## config.mk

```make
export PLATFORM = sky130hd
export DESIGN_NAME = obf_logic_arb_flat
export DESIGN_NICKNAME = d
export VERILOG_FILES = /design/src/rtl/obf_logic_arb_pkg.sv /design/src/rtl/obf_logic_arb_if.sv /design/src/rtl/obf_rr_pick.sv /design/src/rtl/obf_logic_arb.sv /design/src/flat_wrapper.sv
export SDC_FILE = /design/constraint.sdc
export NUM_CORES = 1
export LEC_CHECK = 0
export CORE_MARGIN = 10
export CORE_UTILIZATION = 40
export CTS_CLUSTER_SIZE = 16
export DETAILED_ROUTE_END_ITERATION = 10
export PLACE_DENSITY = 0.77
export SLEW_MARGIN = 20
export SYNTH_ARGS = -nofsm -noshare
export SYNTH_HDL_FRONTEND = slang
export SYNTH_HIERARCHICAL = 1
export SYNTH_SLANG_ARGS = --single-unit
```

## constraint.sdc

```tcl
create_clock -name clk_i -period 6.75 [get_ports clk_i]
set_clock_uncertainty 0.1 [all_clocks]
set_input_delay 1.35 -clock clk_i [delete_from_list [all_inputs] [get_ports clk_i]]
set_output_delay 1.35 -clock clk_i [all_outputs]
set_load 0.05 [all_outputs]
```

## src/rtl/obf_logic_arb_pkg.sv

```systemverilog
// Shared opcode constants and FSM state type for the obf_logic_arb round-robin logic unit.
package obf_logic_arb_pkg;

    localparam logic OP_AND = 1'b0;
    localparam logic OP_XOR = 1'b1;

    typedef enum logic [1:0] {
        IDLE = 2'd0,
        CALC = 2'd1,
        WAIT = 2'd2
    } state_t;

endpackage

```

## src/rtl/obf_logic_arb_if.sv

```systemverilog
// Requester/consumer bundle for obf_logic_arb; res_par_o exists only when OBF_LOGIC_ARB_PARITY_EN is defined.
interface obf_logic_arb_if #(
    parameter int NREQ = 4,
    parameter int W    = 8
);
    localparam int IDW = $clog2(NREQ);

    // Handshakes: req_i[k] is a level held until gnt_o[k] pulses for one cycle;
    // a result transfers on the cycle where res_valid_o && res_ready_i are both high.
    logic [NREQ-1:0]   req_i;
    logic [NREQ-1:0]   op_i;
    logic [NREQ*W-1:0] a_i;
    logic [NREQ*W-1:0] b_i;
    logic [NREQ-1:0]   gnt_o;
    logic [W-1:0]      res_o;
    logic [IDW-1:0]    res_id_o;
    logic              res_valid_o;
    logic              res_ready_i;
`ifdef OBF_LOGIC_ARB_PARITY_EN
    logic              res_par_o;

    modport slave (
        input  req_i, op_i, a_i, b_i, res_ready_i,
        output gnt_o, res_o, res_id_o, res_valid_o, res_par_o
    );
    modport master (
        output req_i, op_i, a_i, b_i, res_ready_i,
        input  gnt_o, res_o, res_id_o, res_valid_o, res_par_o
    );
`else
    modport slave (
        input  req_i, op_i, a_i, b_i, res_ready_i,
        output gnt_o, res_o, res_id_o, res_valid_o
    );
    modport master (
        output req_i, op_i, a_i, b_i, res_ready_i,
        input  gnt_o, res_o, res_id_o, res_valid_o
    );
`endif
endinterface

```

## src/rtl/obf_rr_pick.sv

```systemverilog
// Combinational round-robin picker: first set request found scanning upward from ptr_i+1 with wrap.
module obf_rr_pick #(
    parameter int NREQ = 4,
    parameter int IDW  = $clog2(NREQ)
) (
    input  logic [NREQ-1:0] req_i,
    input  logic [IDW-1:0]  ptr_i,
    output logic            valid_o,
    output logic [IDW-1:0]  idx_o
);
    logic [IDW-1:0] cand;

    // Scan farthest offset first so the nearest requester after ptr_i overrides.
    always_comb begin
        valid_o = 1'b0;
        idx_o   = '0;
        cand    = '0;
        for (int off = NREQ; off >= 1; off--) begin
            cand = IDW'((int'(ptr_i) + off) % NREQ);
            if (req_i[cand]) begin
                valid_o = 1'b1;
                idx_o   = cand;
            end
        end
    end

endmodule

```

## src/rtl/obf_logic_arb.sv

```systemverilog
// Round-robin sequencer sharing one registered AND/XOR unit among NREQ requesters.
// Optional parity output enabled by OBF_LOGIC_ARB_PARITY_EN.
module obf_logic_arb
    import obf_logic_arb_pkg::*;
#(
    parameter int NREQ = 4,
    parameter int W    = 8
) (
    input  logic               clk_i,
    input  logic               rstn_i,
    obf_logic_arb_if.slave     bus,
    output state_t             state_o
);
    localparam int IDW = $clog2(NREQ);

    state_t          state_q, state_d;
    logic [IDW-1:0]  ptr_q, ptr_d, id_q, id_d;
    logic [W-1:0]    a_q, a_d, b_q, b_d, res_q, res_d;
    logic            op_q, op_d, valid_q, valid_d;
    logic [NREQ-1:0] gnt_q, gnt_d;
    logic            pick_valid;
    logic [IDW-1:0]  pick_idx;

    obf_rr_pick #(.NREQ(NREQ), .IDW(IDW)) u_pick (
        .req_i   (bus.req_i),
        .ptr_i   (ptr_q),
        .valid_o (pick_valid),
        .idx_o   (pick_idx)
    );

    always_comb begin
        state_d = state_q;
        ptr_d   = ptr_q;
        id_d    = id_q;
        a_d     = a_q;
        b_d     = b_q;
        op_d    = op_q;
        res_d   = res_q;
        valid_d = valid_q;
        gnt_d   = '0;
        case (state_q)
            IDLE: begin
                if (pick_valid) begin
                    state_d = CALC;
                    gnt_d   = NREQ'(1) << pick_idx;
                    ptr_d   = pick_idx;
                    id_d    = pick_idx;
                    a_d     = bus.a_i[int'(pick_idx)*W +: W];
                    b_d     = bus.b_i[int'(pick_idx)*W +: W];
                    op_d    = bus.op_i[pick_idx];
                end
            end
            CALC: begin
                res_d   = (op_q == OP_XOR) ? (a_q ^ b_q) : (a_q & b_q);
                valid_d = 1'b1;
                state_d = WAIT;
            end
            WAIT: begin
                if (valid_q && bus.res_ready_i) begin
                    valid_d = 1'b0;
                    state_d = IDLE;
                end
            end
            default: state_d = IDLE;
        endcase
    end

    always_ff @(posedge clk_i or negedge rstn_i) begin
        if (!rstn_i) begin
            state_q <= IDLE;
            ptr_q   <= IDW'(NREQ - 1);
            id_q    <= '0;
            a_q     <= '0;
            b_q     <= '0;
            op_q    <= 1'b0;
            res_q   <= '0;
            valid_q <= 1'b0;
            gnt_q   <= '0;
        end else begin
            state_q <= state_d;
            ptr_q   <= ptr_d;
            id_q    <= id_d;
            a_q     <= a_d;
            b_q     <= b_d;
            op_q    <= op_d;
            res_q   <= res_d;
            valid_q <= valid_d;
            gnt_q   <= gnt_d;
        end
    end

`ifdef OBF_LOGIC_ARB_PARITY_EN
    logic par_q;

    always_ff @(posedge clk_i or negedge rstn_i) begin
        if (!rstn_i) begin
            par_q <= 1'b0;
        end else if (state_q == CALC) begin
            par_q <= ^res_d;
        end
    end

    assign bus.res_par_o = par_q;
`endif

    assign bus.gnt_o       = gnt_q;
    assign bus.res_o       = res_q;
    assign bus.res_id_o    = id_q;
    assign bus.res_valid_o = valid_q;
    assign state_o         = state_q;

endmodule

```

## src/flat_wrapper.sv

```systemverilog
// flat-port wrapper written by rule: the top's interface ports become plain ports
module obf_logic_arb_flat import obf_logic_arb_pkg::*;
#(
    parameter int NREQ = 4,
    parameter int W    = 8
)
  (clk_i, rstn_i, state_o, bus_req_i, bus_op_i, bus_a_i, bus_b_i, bus_res_ready_i, bus_gnt_o, bus_res_o, bus_res_id_o, bus_res_valid_o);
  obf_logic_arb_if #(.NREQ(NREQ), .W(W)) bus_i ();
  input  logic clk_i;
  input  logic rstn_i;
  output state_t state_o;
  input wire logic [$bits(bus_i.req_i)-1:0] bus_req_i;
  input wire logic [$bits(bus_i.op_i)-1:0] bus_op_i;
  input wire logic [$bits(bus_i.a_i)-1:0] bus_a_i;
  input wire logic [$bits(bus_i.b_i)-1:0] bus_b_i;
  input wire logic [$bits(bus_i.res_ready_i)-1:0] bus_res_ready_i;
  output wire logic [$bits(bus_i.gnt_o)-1:0] bus_gnt_o;
  output wire logic [$bits(bus_i.res_o)-1:0] bus_res_o;
  output wire logic [$bits(bus_i.res_id_o)-1:0] bus_res_id_o;
  output wire logic [$bits(bus_i.res_valid_o)-1:0] bus_res_valid_o;
  assign bus_i.req_i = bus_req_i;
  assign bus_i.op_i = bus_op_i;
  assign bus_i.a_i = bus_a_i;
  assign bus_i.b_i = bus_b_i;
  assign bus_i.res_ready_i = bus_res_ready_i;
  assign bus_gnt_o = bus_i.gnt_o;
  assign bus_res_o = bus_i.res_o;
  assign bus_res_id_o = bus_i.res_id_o;
  assign bus_res_valid_o = bus_i.res_valid_o;
  obf_logic_arb #(.NREQ(NREQ), .W(W)) u_core (.clk_i(clk_i), .rstn_i(rstn_i), .bus(bus_i), .state_o(state_o));
endmodule
```

==> results.txt, run 1 <==
----------------------------------------------------
[Run status]
  Outcome ... complete, no violations

[Cells and area]
  Number of nets in the final layout ... 307
  Fin util ... 61.5%
  Area overhead of the layout relative to synthesis ... 48.4%
  Final-layout fill cell count ... about 430
  ANT cells ... 0
  Finished layout cell area ... roughly 3100 sq um
  Fraction of layout cells with a size suffix above 1 ... 30.2%

[Synth]
  Number of synthesized flops with an enable pin ... 0
  YS warnings ... 6
  Most frequently used flop master after synthesis ... sky130_fd_sc_hd__dfrtp_1
  Post-synthesis area per instance ... around 16 sq um
  Most area-consuming cells after synthesis ... sky130_fd_sc_hd__dfrtp_1 (40%), sky130_fd_sc_hd__mux4_2 (16%), sky130_fd_sc_hd__mux2_2 (14%)
  Top-count cell post-synth ... sky130_fd_sc_hd__dfrtp_1
  Fraction of the mapped netlist area in simple logic gates ... about 4.2%
  Synth area leader ... sky130_fd_sc_hd__dfrtp_1
  Synth Area in Compound Gates ... 3.01%
  Post-synth design cell area ... 2120 sq um
  Net Count, Synth ... 217
  Post-synthesis mux area share ... 40.3%
  Area share of xor/xnor cells in the synthesized design ... 0%
  Number of different library cells in the post-synthesis netlist ... 31
  FF+latch count, synth ... 36
  Number of instances in the synthesized netlist ... 134
  Area share of the leading cell type in the synthesized netlist ... 40.2%
  Share of synthesized area occupied by flip-flops and latches ... a little over two fifths
  Leading post-synthesis cells by instance count ... sky130_fd_sc_hd__dfrtp_1 (34), sky130_fd_sc_hd__mux2_2 (27), sky130_fd_sc_hd__mux4_2 (15), sky130_fd_sc_hd__mux2_4 (10), sky130_fd_sc_hd__ha_1 (8)
  Combinational family with the most area after synthesis ... multiplexers
  FFs w/ async S/R, synth ... 100%
  Share of synthesized cell area in full adder, half adder and majority cells ... 4.73%

[Clock tree]
  Cell chosen for the clock root ... sky130_fd_sc_hd__clkbuf_8
  Clock transition at the register clock pins on the worst setup and hold paths after CTS ... about 80 ps
  Clock Latency Late Sink ... about 300 ps
  Max Root-Sink Buffers ... 2
  Number of buffers inserted for hold repair after clock tree synthesis ... 0
  Number of gates given a new drive strength after cts ... 0
  Deepest level of the CTS H-tree ... 2
  Number of setup buffers added after CTS ... 0
  Number of sinks handled by clock tree synthesis ... 36
  CTS Buf Count ... 5
  TritonCTS clock tree ... done

[Route]
  Remaining routing DRC violations ... 0
  First-pass iteration count of the detailed router ... 4
  WL per Instance ... 18.5 um
  DR vias ... around 1,500
  Starting DRT DRC Count ... 28
  Wirelength, routed ... 5450 um
  Average vias per placed instance ... 5.00
  Post-detailed-route count of antenna-violating nets ... 0

[Global route]
  Initial antenna violation count ... 0
  Number of global-route vias before repair ... approximately 1,700
  Global-route wire length before repair ... roughly 8900 um
  Largest net degree at the start of global routing ... 37
  Leftover overflow at the end of global routing ... 0
  GRT Resource Usage Total ... 13.2%

[Worst setup path]
  Reg-to-reg setup timing slack ... approximately 4000 ps
  Cell-by-cell listing of the critical path ... clkdlybuf4s50_1 > and2b_1 > a21oi_2 > o221ai_4 > mux4_1 > mux2_2
  Largest stage delay on the critical path ... 760 ps
  Worst flop-to-flop path startpoint ... u_core/ptr_q[1]
  R2R Path End ... u_core/b_q[1]
  CP Max Fanout ... 23
  Logic depth of the worst register-to-register path ... 5
  Critical path type ... in -> reg
  Cell with the biggest individual delay on the critical path ... sky130_fd_sc_hd__o221ai_4
  Worst Path Arrival ... 3790 ps
  Required time of the worst setup path ... between 6000 and 7000 ps
  Endpoint type of the worst setup path ... flop
  Startpoint type of the worst setup path ... input pin
  Critical path capture point ... u_core/b_q[1]
  Critical path startpoint ... bus_req_i[3]

[Placement]
  Buffers on Ports ... 91
  Post-placement worst setup slack ... 2670 ps
  Placed cell area ... just over 3000 sq um
  Placer congestion estimate ... between 0.7 and 0.8
  Placed wire-length estimate ... 4350 um

[Timing]
  Final WS setup ... 3040 ps
  Slew @ Worst Pin ... 997 ps
  RSZ-0062 raised after global routing ... false
  Relative slew margins ... 33.5%
  Highest Clock Rate ... 270 MHz
  Number of setup violations in the final report ... 0
  Final Hold Vio Count ... 0
  Share of the cycle needed by the critical path after routing ... 55.0%
  Max Slew Vio Count ... 0
  Setup TNS ... 0 ps
  Final Critical Period ... 3710 ps

[Power]
  Portion of total power attributed to the clock network ... 11.3%
  Share of total power in sequential cells ... between 20% and 30%
  Worst vdd ir ... 276 uV
  Leakage Power ... 1.29 nW
  Final total power ... 0.00139 W
  Part of the power in combinational logic ... 59.3%
  Power Internal ... 0.000837 W
  Power dissipated by switching net loads ... around 0.00055 W
  Power density over the cells ... 442 nW/um^2
  Switching Share ... around two fifths

[Floorplan]
  Die area ... 8610 sq um
  Vert. Die Dim ... 92.8 um
  Top-level I/O count ... just over 90
  Placeable core area ... approximately 5000 sq um
  Die span in x ... 92.8 um
  Number of standard-cell rows in the floorplan ... 26
  Starting utilization of the core area ... 41.5%

[Min path]
  Min-Delay Path Class ... reg -> reg

[Run]
  Number of max-capacitance violations reported ... 0

----------------------------------------------------
==> metal layers <==
metal  vias up  track usage, %  part of all wire (%)
li1        691               -                     -
met1       719            15.0                    42
met2        58            21.9                    50
met3         6            4.84                   6.6
met4         0            5.27                   1.6
met5         -               0                     0
==> sequential cells by signal, indices dropped and copies added, names as in the netlist <==
signal / count
u_core/bus.res_id_o: 2
u_core/ptr_q: 2
u_core/bus.res_valid_o: 1
u_core/b_q: 8
u_core/a_q: 8
u_core/bus.res_o: 8
u_core/op_q: 1
u_core/bus.gnt_o: 4
u_core/state_o: 2
==> power by group through the flow <==
stage | Combinational [W] | Sequential (W) | Clock [W]
after global placement | 0.000814 | 0.000411 | 0
after detailed placement | 0.000835 | 0.000415 | 0
final | 0.000823 | 0.000407 | 0.000157
after floorplan | 0.000498 | 0.000544 | 0
after global routing | 0.000887 | 0.000424 | 0.000172
after CTS | 0.000839 | 0.000411 | 0.000162
==> through the flow <==
| step | instances | hold WS (ps) |
|---|---|---|
| floorplan | 134 | 385 |
| global placement | 287 | 389 |
| detailed placement | 287 | 395 |
| CTS | 295 | 413 |
| global route | 295 | 431 |
| finish | 295 | 408 |
==> cell type report <==
cell class              instances  area [sq um]  area share (%)
multi-input cells              86          1120            35.7
repair buffers                 92           913            29.1
flip-flops and latches         36           903            28.7
well taps                      70          87.6            2.79
clock buffers                   5          68.8            2.19
clock inverters                 3          23.8           0.756
inverters                       3          23.8           0.756
==> cell usage in the layout, fill, tap and decap left out, drive strengths merged <==
| cell | n |
|---|---|
| a21o | 1 |
| mux4 | 17 |
| nand2 | 2 |
| o221ai | 1 |
| or3b | 1 |
| a21oi | 3 |
| nor2b | 2 |
| nand2b | 3 |
| a21boi | 1 |
| clkdlybuf4s50 | 90 |
| mux2i | 1 |
| dfstp | 2 |
| clkbuf | 5 |
| a31oi | 1 |
| a2bb2oi | 1 |
| mux2 | 37 |
| and3 | 1 |
| nor3 | 1 |
| dfrtp | 34 |
| buf | 2 |
| and2b | 1 |
| clkinv | 2 |
| clkinvlp | 2 |
| ha | 8 |
| nor2 | 2 |
| nor3b | 2 |
| inv | 2 |
==> worst min-delay path by stage <==
| stage | startpoint | endpoint | slack [ps] | depth (start not counted) |
|---|---|---|---|---|
| floorplan | u_core/b_q[7] | u_core/b_q[7] | 380 | 1 |
| global placement | u_core/bus.res_id_o[1] | u_core/bus.res_id_o[1] | 390 | 1 |
| detailed placement | u_core/bus.res_o[5] | u_core/bus.res_o[5] | 390 | 1 |
| CTS | u_core/bus.res_o[5] | u_core/bus.res_o[5] | 410 | 1 |
| global route | u_core/bus.res_id_o[0] | u_core/bus.res_id_o[0] | 430 | 1 |
| finish | u_core/bus.res_id_o[1] | u_core/bus.res_id_o[1] | 410 | 1 |
==> critical path, delay by kind of cell <==
family / cells / cell delay (ps)
compound gates: 2 / 820
buf+inv: 1 / 520
mux: 2 / 920
simple gates: 1 / 180
==> cell families after synthesis <==
kind of cell,Yosys count
mux,55
compound gates,8
flops,36
simple gates,15
fa+ha+maj,8
buf+inv,12
Note: power is estimated with default switching activity, not from simulation.
==> run 2: changes to the inputs <==
Clock period 6.75 ns to 3.8 ns, I/O delays scaled along.
==> results.txt, run 2 (synthesis results as in run 1) <==
----------------------------------------------------
[Run status]
  Outcome ... complete, no violations

[Worst setup path]
  Cell-by-cell listing of the critical path ... clkdlybuf4s50_1 > and2b_1 > a21oi_2 > o221ai_4 > buf_4 > mux4_2 > mux2_4
  Largest stage delay on the critical path ... 560 ps (-200 ps)
  Endpoint type of the worst setup path ... flop
  R2R Path End ... u_core/b_q[3]
  Startpoint type of the worst setup path ... input pin
  Critical path capture point ... u_core/b_q[3]
  Required time of the worst setup path ... 3870 ps (-2960 ps)
  Critical path startpoint ... bus_req_i[3]
  CP Max Fanout ... 12 (-48%)
  Cell with the biggest individual delay on the critical path ... sky130_fd_sc_hd__mux4_2
  Reg-to-reg setup timing slack ... 1260 ps (-2780 ps)
  Critical path type ... in -> reg
  Worst flop-to-flop path startpoint ... u_core/ptr_q[1]
  Logic depth of the worst register-to-register path ... 6 (+1)
  Worst Path Arrival ... 3040 ps (-750 ps)

[Global route]
  Leftover overflow at the end of global routing ... 0 (unchanged)
  Largest net degree at the start of global routing ... 37 (unchanged)
  Initial antenna violation count ... 0 (unchanged)
  Global-route wire length before repair ... 8810 um (-0.62%)
  Number of global-route vias before repair ... 1,663 (-3.4%)
  GRT Resource Usage Total ... 13.0% (-0.21 points)

[Clock tree]
  CTS Buf Count ... 5 (unchanged)
  Max Root-Sink Buffers ... 2 (unchanged)
  TritonCTS clock tree ... done
  Deepest level of the CTS H-tree ... 2 (unchanged)
  Number of buffers inserted for hold repair after clock tree synthesis ... 0 (unchanged)
  Number of setup buffers added after CTS ... 0 (unchanged)
  Number of sinks handled by clock tree synthesis ... 36 (unchanged)
  Number of gates given a new drive strength after cts ... 0 (unchanged)
  Clock transition at the register clock pins on the worst setup and hold paths after CTS ... 70 ps (about the same)
  Clock Latency Late Sink ... 290 ps (about the same)
  Cell chosen for the clock root ... sky130_fd_sc_hd__clkbuf_8

[Timing]
  RSZ-0062 raised after global routing ... false
  Final Critical Period ... between 2000 and 3000 ps
  Slew @ Worst Pin ... 829 ps (-168 ps)
  Number of setup violations in the final report ... 0 (unchanged)
  Setup TNS ... 0 ps (unchanged)
  Max Slew Vio Count ... 0 (unchanged)
  Highest Clock Rate ... roughly 340 MHz
  Share of the cycle needed by the critical path after routing ... 78.0%
  Relative slew margins ... 44.6% (+11 points)
  Final Hold Vio Count ... 0 (unchanged)

[Power]
  Power density over the cells ... 783 nW/um^2 (+77%)
  Worst vdd ir ... 420 uV (+52%)
  Final total power ... 0.00247 W (+78%)
  Leakage Power ... 1.31 nW (+1.6%)

[Floorplan]
  Top-level I/O count ... 92 (unchanged)
  Die span in x ... 92.8 um (unchanged)
  Vert. Die Dim ... 92.8 um (unchanged)
  Starting utilization of the core area ... 41.5% (unchanged)
  Number of standard-cell rows in the floorplan ... 26 (unchanged)
  Placeable core area ... 5110 sq um (unchanged)
  Die area ... 8610 sq um (unchanged)

[Cells and area]
  Final-layout fill cell count ... 408 (-5.8%)
  Number of standard cells in the final layout excluding fillers ... 297 (+0.68%)
  Most frequent cells in the layout ... sky130_fd_sc_hd__clkdlybuf4s50_1 (90), sky130_fd_sc_hd__dfrtp_1 (34), sky130_fd_sc_hd__mux2_2 (27)
  Most common library cell in the layout ignoring fill and taps ... sky130_fd_sc_hd__clkdlybuf4s50_1
  Number of nets in the final layout ... 309 (+0.65%)
  Finished layout cell area ... 3160 sq um (+0.48%)
  Fraction of layout cells with a size suffix above 1 ... 30.8% (+0.61 points)
  Sequential cell area ... 903 sq um (unchanged)
  ANT cells ... 0 (unchanged)
  Fin util ... 61.8% (+0.29 points)
  Combined area of the multi-input logic cells ... 1120 sq um (unchanged)
  Area overhead of the layout relative to synthesis ... 49.1%

[Route]
  WL per Instance ... 18.3 um (-0.98%)
  Wirelength, routed ... 5440 um (-0.31%)
  First-pass iteration count of the detailed router ... 4 (unchanged)
  Average vias per placed instance ... 4.98 (-0.40%)
  Starting DRT DRC Count ... 58 (+110%)
  Post-detailed-route count of antenna-violating nets ... 0 (unchanged)
  Remaining routing DRC violations ... 0 (unchanged)
  DR vias ... 1,478 (+0.27%)

[Placement]
  Placed cell area ... 3070 sq um (+0.49%)
  Total instance count after detailed placement ... 289 (+0.70%)
  Placer congestion estimate ... 0.736 (-1.6%)
  Placed wire-length estimate ... 4370 um (+0.47%)
  Buffers on Ports ... 91 (unchanged)

[Run]
  Number of max-capacitance violations reported ... 0 (unchanged)

[Min path]
  Min-Delay Path Class ... reg -> reg

----------------------------------------------------
## run 2: cell count changes in the layout (fill, tap and decap cells not counted), sizes merged
| cell | change |
|---|---|
| clkinv | +1 |
| clkbuf | +1 |
| clkinvlp | -2 |
| buf | +2 |
## run 2: where the power goes
part	internal (W)	leakage (nW)	switching, W	total [W]
clock network	0.000145	0.0510	0.000133	0.000278
registers	0.000586	0.432	0.000134	0.000720
logic	0.000780	0.823	0.000695	0.00148
## run 2: metrics by stage
step	hold WS [ps]	setup slack [ps]
after detailed placement	395	510
after global placement	388	561
final	409	836
after global routing	427	748
after floorplan	364	1390
after CTS	411	823
## run 2: worst min-delay path by stage
stage	startpoint	endpoint	cells after the start
floorplan	rstn_i	u_core/a_q[0]	0
global placement	u_core/bus.res_id_o[1]	u_core/bus.res_id_o[1]	1
detailed placement	u_core/bus.res_o[4]	u_core/bus.res_o[4]	1
CTS	u_core/bus.res_o[4]	u_core/bus.res_o[4]	1
global route	u_core/bus.res_o[0]	u_core/bus.res_o[0]	1
finish	u_core/bus.res_o[4]	u_core/bus.res_o[4]	1
## run 2: area by class of cell
cell class | instances | share of cell area, %
Clock buffer | 6 | 2.61
Clock inverter | 2 | 0.317
Inverter | 3 | 0.753
Multi-Input combinational cell | 86 | 35.5
Sequential cell | 36 | 28.6
Tap cell | 70 | 2.77
Timing Repair Buffer | 94 | 29.4
## run 2: worst max-delay path, delay by kind of cell
family                 cells  cell delay, ps
and+or+nand+nor            1             180
AOI/OAI and AO/OA          2             410
buffers and inverters      2             850
muxes                      2             830
## run 2: metal layers
metal / vias to the layer above / GRT usage, % / wire length, um
li1: 698 / - / -
met1: 719 / 16.0 / 2510
met2: 57 / 20.3 / 2540
met3: 4 / 4.60 / 318
met4: 0 / 5.01 / 64
met5: - / 0 / 0
